==> config.mk <==
export PLATFORM = sky130hd
export DESIGN_NAME = axis_rr_arbiter
export DESIGN_NICKNAME = d
export VERILOG_FILES = /design/src/rtl/axis_rr_arbiter.sv
export SDC_FILE = /design/constraint.sdc
export NUM_CORES = 1
export LEC_CHECK = 0
export CAP_MARGIN = 25
export CORE_ASPECT_RATIO = 1.75
export CORE_MARGIN = 5
export CORE_UTILIZATION = 30
export DETAILED_ROUTE_END_ITERATION = 10
export PLACE_DENSITY = 0.92
export SKIP_LAST_GASP = 1
export SYNTH_ARGS = -nofsm -noshare
export SYNTH_HDL_FRONTEND = slang
export SYNTH_SLANG_ARGS = --single-unit
==> constraint.sdc <==
create_clock -name s_aclk -period 1.8 [get_ports s_aclk]
set_input_delay 0.18 -clock s_aclk [delete_from_list [all_inputs] [get_ports s_aclk]]
set_output_delay 0.18 -clock s_aclk [all_outputs]
set_load 0.05 [all_outputs]
==> src/rtl/axis_rr_arbiter.sv <==
// axis_rr_arbiter: round-robin arbiter sharing one AXI-stream sink among NUM_SRC sources with bounded bursts
module axis_rr_arbiter #(
  parameter int NUM_SRC = 4,
  parameter int DATA_W = 32,
  parameter int MAX_BURST = 8,
  localparam int ID_W = NUM_SRC > 1 ? $clog2(NUM_SRC) : 1
) (
  input  logic                      s_aclk,
  input  logic                      s_areset,
  input  logic [NUM_SRC-1:0]        s_tvalid,
  input  logic [NUM_SRC*DATA_W-1:0] s_tdata,
  output logic [NUM_SRC-1:0]        s_tready,
  input  logic                      m_tready,
  output logic                      m_tvalid,
  output logic [DATA_W-1:0]         m_tdata,
  output logic [ID_W-1:0]           m_tid,
  output logic [NUM_SRC-1:0]        o_grant
);
  localparam int BC_W = MAX_BURST > 0 ? $clog2(MAX_BURST + 1) : 1;
  typedef enum logic {IDLE, GRANT} state_t;
  state_t state, state_d;
  logic [ID_W-1:0] gnt, gnt_d, ptr, ptr_d, win;
  logic [BC_W-1:0] bcnt, bcnt_d;
  logic [NUM_SRC-1:0] grant_d;
  logic busy, beat, rel;
  always_comb begin
    win = ptr;
    for (int k = NUM_SRC - 1; k >= 0; k--)
      if (s_tvalid[(int'(ptr) + k) % NUM_SRC]) win = ID_W'((int'(ptr) + k) % NUM_SRC);
  end
  assign busy = state == GRANT;
  assign m_tvalid = !s_areset && busy && s_tvalid[gnt];
  assign beat = m_tvalid && m_tready;
  assign rel = busy && (!s_tvalid[gnt] || (MAX_BURST != 0 && beat && bcnt == BC_W'(MAX_BURST - 1)));
  assign s_tready = (!s_areset && busy && m_tready) ? NUM_SRC'(1) << gnt : '0;
  assign m_tdata = busy ? s_tdata[int'(gnt) * DATA_W +: DATA_W] : '0;
  assign m_tid = busy ? gnt : '0;
  always_comb begin
    state_d = state;
    gnt_d = gnt;
    ptr_d = ptr;
    bcnt_d = bcnt;
    grant_d = o_grant;
    if (!busy && |s_tvalid) begin
      state_d = GRANT;
      gnt_d = win;
      bcnt_d = '0;
      grant_d = NUM_SRC'(1) << win;
    end else if (rel) begin
      state_d = IDLE;
      ptr_d = gnt == ID_W'(NUM_SRC - 1) ? '0 : gnt + 1'b1;
      grant_d = '0;
    end else if (beat && bcnt != '1) begin
      bcnt_d = bcnt + 1'b1;
    end
  end
  always_ff @(posedge s_aclk) begin
    if (s_areset) begin
      state <= IDLE;
      gnt <= '0;
      ptr <= '0;
      bcnt <= '0;
      o_grant <= '0;
    end else begin
      state <= state_d;
      gnt <= gnt_d;
      ptr <= ptr_d;
      bcnt <= bcnt_d;
      o_grant <= grant_d;
    end
  end
endmodule

-- Word-level counts from Yosys, hierarchy flattened
Index checks and enable logic that the tools add are counted.
- logic and storage cells: 71
- bits in registers: 13
- memory bits (writable): 0
- latch bits: 0
- bits of input ports: 135
- memories: 0
- bits in read-only memories: 0
- output and inout bits: 43
- shifts and indexed selects: 3
- multipliers: 0
- reduce and logical (&&, ||, !) cells: 20
- $add $sub $neg: 5
- bitwise logic cells: 5
- equal/unequal tests: 3
- order comparisons: 5
- mux-type cells: 25
- divide/modulo/power cells: 0
- operators by type and width (operator ; number):
    128-bit by 8-bit variable part select with 32-bit output ; 1
    32-bit 2-to-1 mux ; 1
    3-bit by 4-bit < comparator with 1-bit output (second input constant) ; 3
    2-bit 2-to-1 mux ; 6
    4-bit 2-to-1 mux ; 3
    1-bit binary-select mux with 2-bit select ; 5
    1-bit 2-to-1 mux ; 10
    1-bit logical AND ; 8
    2-bit OR reduction ; 4
    1-bit by 2-bit << shifter with 4-bit output (first input constant) ; 2
    2-bit by 3-bit < comparator with 1-bit output (second input constant) ; 2
    2-bit by 1-bit adder with 2-bit output (second input constant) ; 2
    2-bit adder (second input constant) ; 2
    4-bit by 1-bit adder with 4-bit output (second input constant) ; 1
    4-bit by 3-bit equality test with 1-bit output (second input constant) ; 1
    4-bit inequality test (second input constant) ; 1
    2-bit AND reduction ; 2
    4-bit OR reduction ; 1
    1-bit bitwise AND (first input constant) ; 3
    1-bit zero test ; 3
    2-bit equality test (second input constant) ; 1
    1-bit inverter ; 2
    2-bit nonzero test ; 1
    1-bit logical OR ; 1

-- Logic depth before layout (Yosys ltp)
- word-level depth: 12
- mapped depth: 6
- gate-level depth less buffers: 5

-- Worst setup path after synthesis
Ideal clock, no wire load.
- path kind: register to output
- from: reg gnt[0]
- to: out m_tdata[25]
- buffers on the path: 2
- data required time: 1.620 ns
- arrival time: 1.622 ns
- slack: -0.002 ns
- stages on the path, launching flop included: 5
- cells stage by stage: dfxtp_1 -> buf_4 -> buf_2 -> mux4_2 -> and2_1
- cells in the longest elaborated chain, start to end: 2
- RTL lines (element ; RTL line ; text):
    start, declared ; 22 ; logic [ID_W-1:0] gnt, gnt_d, ptr, ptr_d, win;
    start signal, assigned ; 66 ; gnt <= gnt_d;
    128-bit by 8-bit variable part select with 32-bit output ; 36 ; assign m_tdata = busy ? s_tdata[int'(gnt) * DATA_W +: DATA_W] : '0;
    32-bit 2-to-1 mux ; 36 ;
    end, declared ; 15 ; output logic [DATA_W-1:0] m_tdata,
Every way passes these cells.

-- Final worst setup path
- from: reg gnt[0]
- to: out m_tdata[13]
The elaborated chain is that of the path after synthesis.

==> metrics.md <==
| Metric | Value |
|---|---|
| Net switching power of the design | `778 uW` |
| Multiplexer share of the synthesized area | `41.8%` |
| Violations in the final reports | `negative setup slack` |
| Count of flip-flops with a built-in enable after synthesis | `0` |
| Number of nets with antenna violations after detailed routing | `0` |
| Register-to-Register Setup Slack | `approximately 0.090 ns` |
| Routed wire length per instance | `about 26 um` |
| All-layer global routing usage | `about a quarter` |
| Share of the synthesized netlist area taken by xor and xnor gates | `less than 1%` |
| Global route overflow | `0` |
| Final-report setup violation count | `32` |
| Layout overhead on the synthesized area | `142%` |
| CP endpoint kind | `primary output` |
| Aggregate routed wire length | `around 11,000 um` |
| Post-layout power | `roughly 2100 uW` |
| Routability-driven placement congestion ratio | `~0.95` |
| Compound-cell area share of the yosys netlist | `between 10% and 20%` |
| Synthesized netlist cell count | `roughly 170` |
| Die outline area | `between 0.007 and 0.008 mm2` |
| Highest achievable clock rate | `520 MHz` |
| Max Cap Violations | `0` |
| Drt first-iter violations | `80` |
| Detailed-routing iteration count for the pre-antenna-repair pass | `5` |
| CTS sink cnt | `13` |
| H-tree depth | `1` |
| Worst Path Class, Setup | `flop to primary output` |
| Utilization after layout | `74.0%` |
| Global-route wire length before repair | `about 15,000 um` |
| Internal power of the cells | `1340 uW` |
| Fraction of power spent switching nets | `36.8%` |
| Proportion of layout cells with a drive suffix above 1 | `about two fifths` |
| Layout Skew | `a little over 0.005 ns` |
| Clk Tree Root Cell | `sky130_fd_sc_hd__clkbuf_8` |
| Post-layout minimum cycle time | `between 1.5 and 2 ns` |
| Clock tree from TritonCTS | `built` |
| Dpl ws | `-0.0479 ns` |
| Sequential share of the synthesized area | `between 10 and 15%` |
| Count of boundary I/O pins | `about 180` |
| Count of warnings emitted by yosys | `0` |
| Async set-or-reset flop fraction in the synthesized netlist | `0%` |
| Part of the total power dissipated in combinational logic | `approximately 72%` |
| Clock edge transition at the registers on the reported setup and hold paths | `~0.050 ns` |
| Post-Syn Area | `0.00180 mm2` |
| Largest family of logic cells by synthesized area | `multiplexers` |
| Antenna violations before repair | `1` |
| Fin worst setup slack | `-0.125 ns` |
| Vias in the first global route | `around 2,600` |
| Power density over cell area | `486 mW/mm2` |
| Simple-gate area share of the yosys netlist | `between 20% and 30%` |
| Hold_buf cts | `0` |
| Number of max-slew violations in the final report | `0` |
| Total clock buffers created by CTS | `3` |
| Largest fanout on the critical path | `6` |
| Hold WC Path Type | `flop to flop` |
| Result of the run | `finished with violations` |
| Via density per instance | `between 5 and 6` |
| Placed cell area | `about 0.0041 mm2` |
| Share of the clock period used by the worst path | `107%` |
| Avg Synthesized Cell Area | `10.8 um2` |
| Total nets after synthesis | `307` |
| Pin slew with the least headroom to its limit | `around 0.5 ns` |
| Fraction of the mapped netlist area in adder cells | `between 3 and 4%` |
| Startpoint class of the critical path | `flop` |
| Final hold vios | `0` |
| IO buf count | `177` |
| Arrival time of the worst setup path | `roughly 1.7 ns` |
| Max IR drop VDD | `0.000297 V` |
| Horizontal die dimension | `around 69 um` |
| Placeable core area | `approximately 0.006 mm2` |
| Nets | `497` |
| Post-DP HPWL | `slightly above 8000 um` |
| Starting Density | `between 30% and 40%` |
| Pin count of the biggest net entering global routing | `23` |
| Die extent in y | `about 110 um` |
| Latest clock arrival within the worst-skew pair | `between 0.2 and 0.25 ns` |
| Worst hold slack | `between 0.4 and 0.5 ns` |
| Count of vias placed by the detailed router | `around 2,400` |
| Clock network power share | `approximately an eighth` |
| Unrepaired setup endpoints after global routing | `yes` |
| Unique cell type count in the Yosys netlist | `40` |
| Fill cell instance count of the final layout | `about 400` |
| Flip-flop and latch count after synthesis | `13` |
| Most used DFF post-synth | `sky130_fd_sc_hd__dfxtp_1` |
| Placement Rows | `37` |
| Worst rel slew slack | `66.5%` |
| Sequential Power Share | `between 15 and 20%` |
| Total DRC errors in the routed layout | `0` |
| CTS Buffer Depth | `2` |
| Critical path required time | `roughly 1.6 ns` |
| Post-layout instance area | `0.00435 mm2` |
| Leak pwr | `approximately 0.0017 uW` |
cell usage in the layout (no fill, tap or decap), drive strengths merged, types with 5 or more instances in the layout:
cell,count
and2,39
buf,61
nor2,6
a21oi,6
inv,5
mux4,33
clkbuf,6
ha,5
clkdlybuf4s50,138
dfxtp,13
critical path: stages (launching register included):
cell                      delay [ns]
sky130_fd_sc_hd__dfxtp_4        0.46
sky130_fd_sc_hd__buf_12         0.16
sky130_fd_sc_hd__mux4_2         0.55
sky130_fd_sc_hd__and2_4         0.20
sky130_fd_sc_hd__buf_12         0.14
flip-flops by register name (all words and copies together), names as in the netlist:
name     cells
ptr          2
busy         1
bcnt         4
gnt          2
o_grant      4
kinds of logic after synthesis:
logic type	Yosys count
mux	34
simple gates	68
xor+xnor	2
fa+ha+maj	5
flops	13
compound gates	24
buf+inv	21
stage by stage:
stage | cells | setup TNS (ns)
5_1_grt | 435 | -3.86
2_1_floorplan | 167 | 0
4_1_cts | 432 | -2.81
3_5_place_dp | 421 | -0.0920
3_3_place_gp | 421 | 0
6_report | 435 | -2.42
final cells by class:
cell class                 count  area, um2  share of cell area (%)
inverter                       5       18.8                   0.431
multi-input combinational    133       1520                    34.9
tap                           78       97.6                    2.24
clock buffer                   4       45.0                    1.03
timing repair buffer         201       2400                    55.2
sequential                    13        265                    6.09
antenna                        1       2.50                  0.0575
what timing repair did:
| action | in CTS | in global routing |
|---|---|---|
| buffers inserted | 5 | 2 |
| gates resized for setup | 16 | 24 |
| pin swaps | 3 | 8 |
| cloned | 2 | 2 |
| setup endpoints to repair | 33 | 35 |
routing by layer:
metal  global-route usage, %  routed length (um)
met2                    50.0                5900
met4                    16.5                 985
met3                    8.71                1140
met1                    21.7                3170
met5                       0                   0
path summary, 6_finish.rpt:
check	from	endpoint	cells after the start
worst max-delay path	gnt[0]	m_tdata[13]	4
worst min-delay path	o_grant[1]	o_grant[1]	1
worst max register to register	gnt[0]	o_grant[3]	7
worst min register to register	o_grant[1]	o_grant[1]	1
synthesized netlist by cell type (3+ instances only):
cell | number | area share, %
sky130_fd_sc_hd__and3b_1 | 3 | 1.5
sky130_fd_sc_hd__nand2_1 | 3 | 0.63
sky130_fd_sc_hd__buf_4 | 3 | 1.3
sky130_fd_sc_hd__nor2_1 | 6 | 1.3
sky130_fd_sc_hd__dfxtp_1 | 13 | 14
sky130_fd_sc_hd__inv_1 | 5 | 1.0
sky130_fd_sc_hd__o21bai_1 | 3 | 1.3
sky130_fd_sc_hd__mux4_2 | 33 | 41
sky130_fd_sc_hd__a21oi_1 | 5 | 1.4
sky130_fd_sc_hd__ha_1 | 5 | 3.5
sky130_fd_sc_hd__and2_1 | 39 | 14
sky130_fd_sc_hd__buf_2 | 3 | 0.83
sky130_fd_sc_hd__clkbuf_1 | 9 | 1.9
sky130_fd_sc_hd__a32o_1 | 4 | 2.2
sky130_fd_sc_hd__nand2b_1 | 3 | 1.0
power groups by stage:
| stage | Combinational (uW) | Sequential [uW] | Clock, uW |
|---|---|---|---|
| after floorplan | 617 | 342 | 0 |
| after global placement | 1350 | 330 | 0 |
| after detailed placement | 1380 | 330 | 0 |
| after CTS | 1460 | 327 | 262 |
| after global routing | 1580 | 334 | 280 |
| final | 1530 | 330 | 260 |
(Power assumes the default switching activity.)
